`src/rtl/exc_requester_if.sv`:
```
// Bundles the CP0-facing signals of exc_requester: event/mask/handshake
// inputs and the request/status outputs.
interface exc_requester_if;
   logic [2:0] irq_in;
   logic [2:0] blockMask;
   logic       ExpBlock;
   logic       HasExp;
   logic       IsEret;
   logic       expSrc0;
   logic       expSrc1;
   logic       expSrc2;
   logic [2:0] pending;
   logic [1:0] inService;
   logic       busy;

   modport master (
      output irq_in, blockMask, ExpBlock, HasExp, IsEret,
      input  expSrc0, expSrc1, expSrc2, pending, inService, busy
   );

   modport slave (
      input  irq_in, blockMask, ExpBlock, HasExp, IsEret,
      output expSrc0, expSrc1, expSrc2, pending, inService, busy
   );
endinterface

```
`src/rtl/exc_requester.sv`:
```
// Three-source exception requester: latches irq edges, issues one request to
// CP0 at a time and tracks the serviced source. Optional timer: EXC_TIMER_EN.
module exc_requester #(
   parameter int ACK_TIMEOUT  = 16,
   parameter int TIMER_PERIOD = 1000
) (
   input  logic            clk,
   input  logic            rst,
   exc_requester_if.slave  bus
);

   typedef enum logic [1:0] {S_IDLE, S_REQ, S_SERVICE} state_e;

   state_e     state_q, state_d;
   logic [2:0] irq_prev_q, irq_prev_d;
   logic [2:0] irq_arm_q, irq_arm_d;
   logic [2:0] pending_q, pending_d;
   logic [2:0] exp_q, exp_d;
   logic [1:0] src_q, src_d;
   logic [1:0] in_svc_q, in_svc_d;
   logic [7:0] cnt_q, cnt_d;

   logic [2:0] evt_irq, evt, eligible, grant_clr;
   logic [1:0] pick;
   logic       withdraw, timeout;

   // A source only arms once it has been seen low, so a level held high
   // across reset release does not count as an edge.
   assign evt_irq  = bus.irq_in & ~irq_prev_q & irq_arm_q;
   assign eligible = pending_q & ~bus.blockMask;
   assign pick     = eligible[2] ? 2'd2 : (eligible[1] ? 2'd1 : 2'd0);
   assign withdraw = bus.blockMask[src_q] | bus.ExpBlock;
   assign timeout  = (cnt_q == 8'(ACK_TIMEOUT - 1));

`ifdef EXC_TIMER_EN
   localparam int TW = $clog2(TIMER_PERIOD + 1);
   logic [TW-1:0] tmr_q, tmr_d;
   logic          tmr_evt;

   assign tmr_evt = (tmr_q == TW'(TIMER_PERIOD - 1));
   assign tmr_d   = tmr_evt ? '0 : tmr_q + 1'b1;
   assign evt     = evt_irq | {2'b00, tmr_evt};

   always_ff @(posedge clk) begin
      if (rst) tmr_q <= '0;
      else     tmr_q <= tmr_d;
   end
`else
   logic unused_timer;
   assign unused_timer = ^32'(TIMER_PERIOD);
   assign evt          = evt_irq;
`endif

   // State register
   always_ff @(posedge clk) begin
      if (rst) begin
         state_q    <= S_IDLE;
         irq_prev_q <= '0;
         irq_arm_q  <= '0;
         pending_q  <= '0;
         exp_q      <= '0;
         src_q      <= '0;
         in_svc_q   <= 2'd3;
         cnt_q      <= '0;
      end else begin
         state_q    <= state_d;
         irq_prev_q <= irq_prev_d;
         irq_arm_q  <= irq_arm_d;
         pending_q  <= pending_d;
         exp_q      <= exp_d;
         src_q      <= src_d;
         in_svc_q   <= in_svc_d;
         cnt_q      <= cnt_d;
      end
   end

   // Next-state logic; an ack takes precedence over withdraw and timeout.
   always_comb begin
      state_d = state_q;
      unique case (state_q)
         S_IDLE:    if ((|eligible) && !bus.ExpBlock) state_d = S_REQ;
         S_REQ:     if (bus.HasExp)                 state_d = S_SERVICE;
                    else if (withdraw || timeout)   state_d = S_IDLE;
         S_SERVICE: if (bus.IsEret)                 state_d = S_IDLE;
         default:   state_d = S_IDLE;
      endcase
   end

   // Output / datapath logic
   always_comb begin
      irq_prev_d = bus.irq_in;
      irq_arm_d  = irq_arm_q | ~bus.irq_in;
      src_d      = src_q;
      in_svc_d   = in_svc_q;
      cnt_d      = '0;
      grant_clr  = '0;
      unique case (state_q)
         S_IDLE:    src_d = pick;
         S_REQ: begin
            if (state_d == S_REQ) cnt_d = cnt_q + 8'd1;
            if (bus.HasExp) begin
               grant_clr = 3'b001 << src_q;
               in_svc_d  = src_q;
            end
         end
         S_SERVICE: if (bus.IsEret) in_svc_d = 2'd3;
         default:   ;
      endcase
      // A new edge in the grant cycle survives the clear.
      pending_d = (pending_q & ~grant_clr) | evt;
      exp_d     = (state_d == S_REQ) ? (3'b001 << src_d) : 3'b000;
   end

   assign bus.expSrc0   = exp_q[0];
   assign bus.expSrc1   = exp_q[1];
   assign bus.expSrc2   = exp_q[2];
   assign bus.pending   = pending_q;
   assign bus.inService = in_svc_q;
   assign bus.busy      = (state_q != S_IDLE);

endmodule

```
`src/flat_wrapper.sv`:
```
// flat-port wrapper written by rule: the top's interface ports become plain ports
module exc_requester_flat 
#(
   parameter int ACK_TIMEOUT  = 16,
   parameter int TIMER_PERIOD = 1000
)
  (clk, rst, bus_irq_in, bus_blockMask, bus_ExpBlock, bus_HasExp, bus_IsEret, bus_expSrc0, bus_expSrc1, bus_expSrc2, bus_pending, bus_inService, bus_busy);
  exc_requester_if bus_i ();
  input  logic clk;
  input  logic rst;
  input wire logic [$bits(bus_i.irq_in)-1:0] bus_irq_in;
  input wire logic [$bits(bus_i.blockMask)-1:0] bus_blockMask;
  input wire logic [$bits(bus_i.ExpBlock)-1:0] bus_ExpBlock;
  input wire logic [$bits(bus_i.HasExp)-1:0] bus_HasExp;
  input wire logic [$bits(bus_i.IsEret)-1:0] bus_IsEret;
  output wire logic [$bits(bus_i.expSrc0)-1:0] bus_expSrc0;
  output wire logic [$bits(bus_i.expSrc1)-1:0] bus_expSrc1;
  output wire logic [$bits(bus_i.expSrc2)-1:0] bus_expSrc2;
  output wire logic [$bits(bus_i.pending)-1:0] bus_pending;
  output wire logic [$bits(bus_i.inService)-1:0] bus_inService;
  output wire logic [$bits(bus_i.busy)-1:0] bus_busy;
  assign bus_i.irq_in = bus_irq_in;
  assign bus_i.blockMask = bus_blockMask;
  assign bus_i.ExpBlock = bus_ExpBlock;
  assign bus_i.HasExp = bus_HasExp;
  assign bus_i.IsEret = bus_IsEret;
  assign bus_expSrc0 = bus_i.expSrc0;
  assign bus_expSrc1 = bus_i.expSrc1;
  assign bus_expSrc2 = bus_i.expSrc2;
  assign bus_pending = bus_i.pending;
  assign bus_inService = bus_i.inService;
  assign bus_busy = bus_i.busy;
  exc_requester #(.ACK_TIMEOUT(ACK_TIMEOUT), .TIMER_PERIOD(TIMER_PERIOD)) u_core (.clk(clk), .rst(rst), .bus(bus_i));
endmodule
```
`config.mk`:
```
export PLATFORM = sky130hd
export DESIGN_NAME = exc_requester_flat
export DESIGN_NICKNAME = d
export VERILOG_FILES = /design/src/rtl/exc_requester_if.sv /design/src/rtl/exc_requester.sv /design/src/flat_wrapper.sv
export SDC_FILE = /design/constraint.sdc
export NUM_CORES = 1
export LEC_CHECK = 0
export ABC_AREA = 0
export BUFFER_PORTS_ARGS = -buffer_cell sky130_fd_sc_hd__buf_2
export CAP_MARGIN = 10
export CORE_ASPECT_RATIO = 0.8
export CORE_MARGIN = 2
export CORE_UTILIZATION = 40
export DETAILED_ROUTE_END_ITERATION = 8
export HOLD_SLACK_MARGIN = 0.08
export PLACE_DENSITY = 0.64
export RECOVER_POWER = 25
export SYNTH_ARGS = -nofsm -noshare
export SYNTH_HDL_FRONTEND = slang
export SYNTH_SLANG_ARGS = --single-unit
```
`constraint.sdc`:
```
create_clock -name clk -period 3.2 [get_ports clk]
set_input_delay 0.32 -clock clk [delete_from_list [all_inputs] [get_ports clk]]
set_output_delay 0.32 -clock clk [all_outputs]
set_load 0.02 [all_outputs]
```
==> results.md <==
- Outcome: completed
- Highest Clock Rate: roughly 620 MHz
- Rel. slew slack: 59.2%
- Post-CTS Resized: 0
- Met2 Usage GRT: between 20% and 30%
- Met3 Use GR: under 10%
- Clock slew at reported path FFs: roughly 140 ps
- Die ar.: roughly 0.003 sq mm
- Area Overhead vs Synth: 16.4%
- Req. time, crit path: 2880 ps
- Post-Layout Cell Count: 170
- Vias: between 800 and 900
- Layout cells sized above 1: around 17%
- Area contributors post-synth: dfxtp_1 (50%), nor2_1 (6.9%), nand2_1 (4.0%)
- # IOs: 20
- DRC marker count from the first detailed-route iteration: 32
- Simple-gate portion of the synthesized area: ~29%
- Xor/xnor share of the synthesized area: under 10%
- Root buf cell: clkbuf_4
- Primary FF master, synth: dfxtp_1
- Area share of the largest cell type after synthesis: 50.1%
- Post-DP Area: roughly 0.0012 sq mm
- Row Count: 16
- Post-CTS setup buffers: 0
- CP arrival: around 1300 ps
- Hold WS: around 180 ps
- # setup viols final: 0
- Main combinational cell family by area after synthesis: simple AND/OR/NAND/NOR gates
- Clk_skew: between 2 and 2.5 ps
- Hold crit path type: primary input to flop
- Netlist cell types: 32
- Largest net degree at the start of global routing: 16
- Final hold vios: 0
- EDFF count, synth: 0
- Clock Latency Late Sink: about 320 ps
- Period utilization: about half
- Setup CP Type: flop to output port
- Fraction of registers with async set/reset: 0%
- Drt wl/cell: 10.8 um
- Crit start category: flop
- Placer Congestion: ~0.78
- Final ANT Viol Nets: 0
- Slew at the pin closest to its max-slew limit: 612 ps
- Final Max Slew Viols: 0
- Cts hold-fix bufs: 0
- Post-synth top cells: dfxtp_1 (26), nor2_1 (19), nand2_1 (11), a21oi_1 (8), nor2b_1 (5)
- Element type at the critical path end: output port
- Vias/cell: just under 5
- Most Crowded Layer GR: met2
- Adder-cell share of the synthesized area: 1.20%
- Mapped Cells: roughly 110
- Routing usage on met1: 18.5%
- Count leader, synth: dfxtp_1
- Die width: 61 um
- Number of synthesis warnings: 0
- Clock sinks: 26
- Post-DP HPWL: 1370 um
- Die Height: about 50 um
- Static leakage: approximately 0.00047 uW
- CTS tree: built
- Max-cap violation count: 0
- Syn avg cell area: 9.12 sq um
- TritonCTS Buffers: 3
- Antenna fix cells: 0
- #FFs+latches synth: 26
- Final WL: 1840 um
- Max Root-Sink Buffers: 2
- Core Region: 0.00246 sq mm
- Mux cell area share after synthesis: 1.93%
- First-pass GRT wire length: 3230 um
- Initial antenna violation count: 0
- Gr usage total: 14.2%
- Cell count after placement: ~170
- Pwr dens: between 400 and 500 mW/mm^2
- Initial Utilization: a little over two fifths
- Sequential fraction of the synthesis area: approximately 50%
- RSZ-0062 raised after global routing: false
- Synth Area in Compound Gates: approximately a tenth
- DRC viols: 0
- Number of global-route vias before repair: 770
- Total gr overflow: 0
- Post-layout net count: ~150
- VDD IR max: approximately 0.00036 V
- Input/output buffers: 19
- Cell taking the most area after synthesis: dfxtp_1
- Syn Std Cell Area: 0.00104 sq mm
- Setup TNS: 0 ps
- Post-layout min period: approximately 1600 ps
- Syn Nets: approximately 130
- CTS H-tree depth: 1
- Design Area, Final: around 0.0012 sq mm
- Worst-path maximum fanout: 11
- Pre-antenna DRT Iters: 4
-- cells in the final DEF (no fill, tap or decap), drive strengths merged, types with 3 or more instances in the layout --
master / instances
nor2b: 5
nand2b: 3
a21oi: 8
nand3b: 3
inv: 4
nand3: 3
nor4bb: 3
clkbuf: 5
nor2: 19
buf: 17
dfxtp: 26
nand2: 11
xnor2: 4
-- critical path: stages, from the launching register on --
cell and delay [ps]:
dfxtp_1 530, or2_1 240, buf_2 190
-- worst paths after layout --
check | to | from | cells past startpoint | slack, ps
worst min register to register | u_core.irq_arm_q[2] | u_core.irq_arm_q[2] | 2 | 460
worst max register to register | u_core.exp_q[1] | u_core.state_q[1] | 3 | 1680
worst max-delay path | bus_busy | u_core.state_q[1] | 2 | 1590
worst min-delay path | u_core.irq_arm_q[2] | bus_irq_in[2] | 2 | 180
-- flip-flops by register name, summed over array words and instances, names as in the netlist --
signal                count
u_core.state_q            2
u_core.exp_q              3
u_core.irq_prev_q         3
u_core.cnt_q              8
u_core.src_q              2
u_core.bus.pending        3
u_core.irq_arm_q          3
u_core.bus.inService      2
-- final cells by class --
type,count,area (sq um)
tap,36,45.0
fill,254,1250
timing repair buffer,19,92.6
sequential,26,520
clock buffer,3,22.5
clock inverter,1,30.0
multi-input combinational,81,484
inverter,4,15.0
-- power by group --
part	leakage (uW)	switching (uW)	total, uW	internal [uW]
logic	0.000235	24.5	42.8	18.3
clock network	0.0000279	96.1	223	127
registers	0.000212	5.99	339	333
total	0.000475	127	605	478
-- routing by layer --
metal	routed length, um	share of wire [%]	vias up
met4	12	0.65	0
met3	138	7.5	2
met2	797	43	22
met5	0	0	-
li1	-	-	426
met1	892	48	374
-- kinds of logic (layout without fill, tap and decap cells) --
logic type	after synthesis	in the layout
AO/OA/AOI/OAI	16	16
multiplexers	2	2
buffers and inverters	7	27
adder cells (fa/ha/maj)	1	1
AND/OR/NAND/NOR	56	56
flip-flops	26	26
XOR/XNOR	6	6
-- stage by stage --
stage	utilization, %	setup WS [ps]	power, uW
after CTS	49.2	1590	611
final	49.1	1590	605
after detailed placement	47.1	1720	389
after floorplan	-	1850	373
after global placement	47.1	1780	388
after global routing	49.1	1500	631
Power figures use the tool's default switching activity.
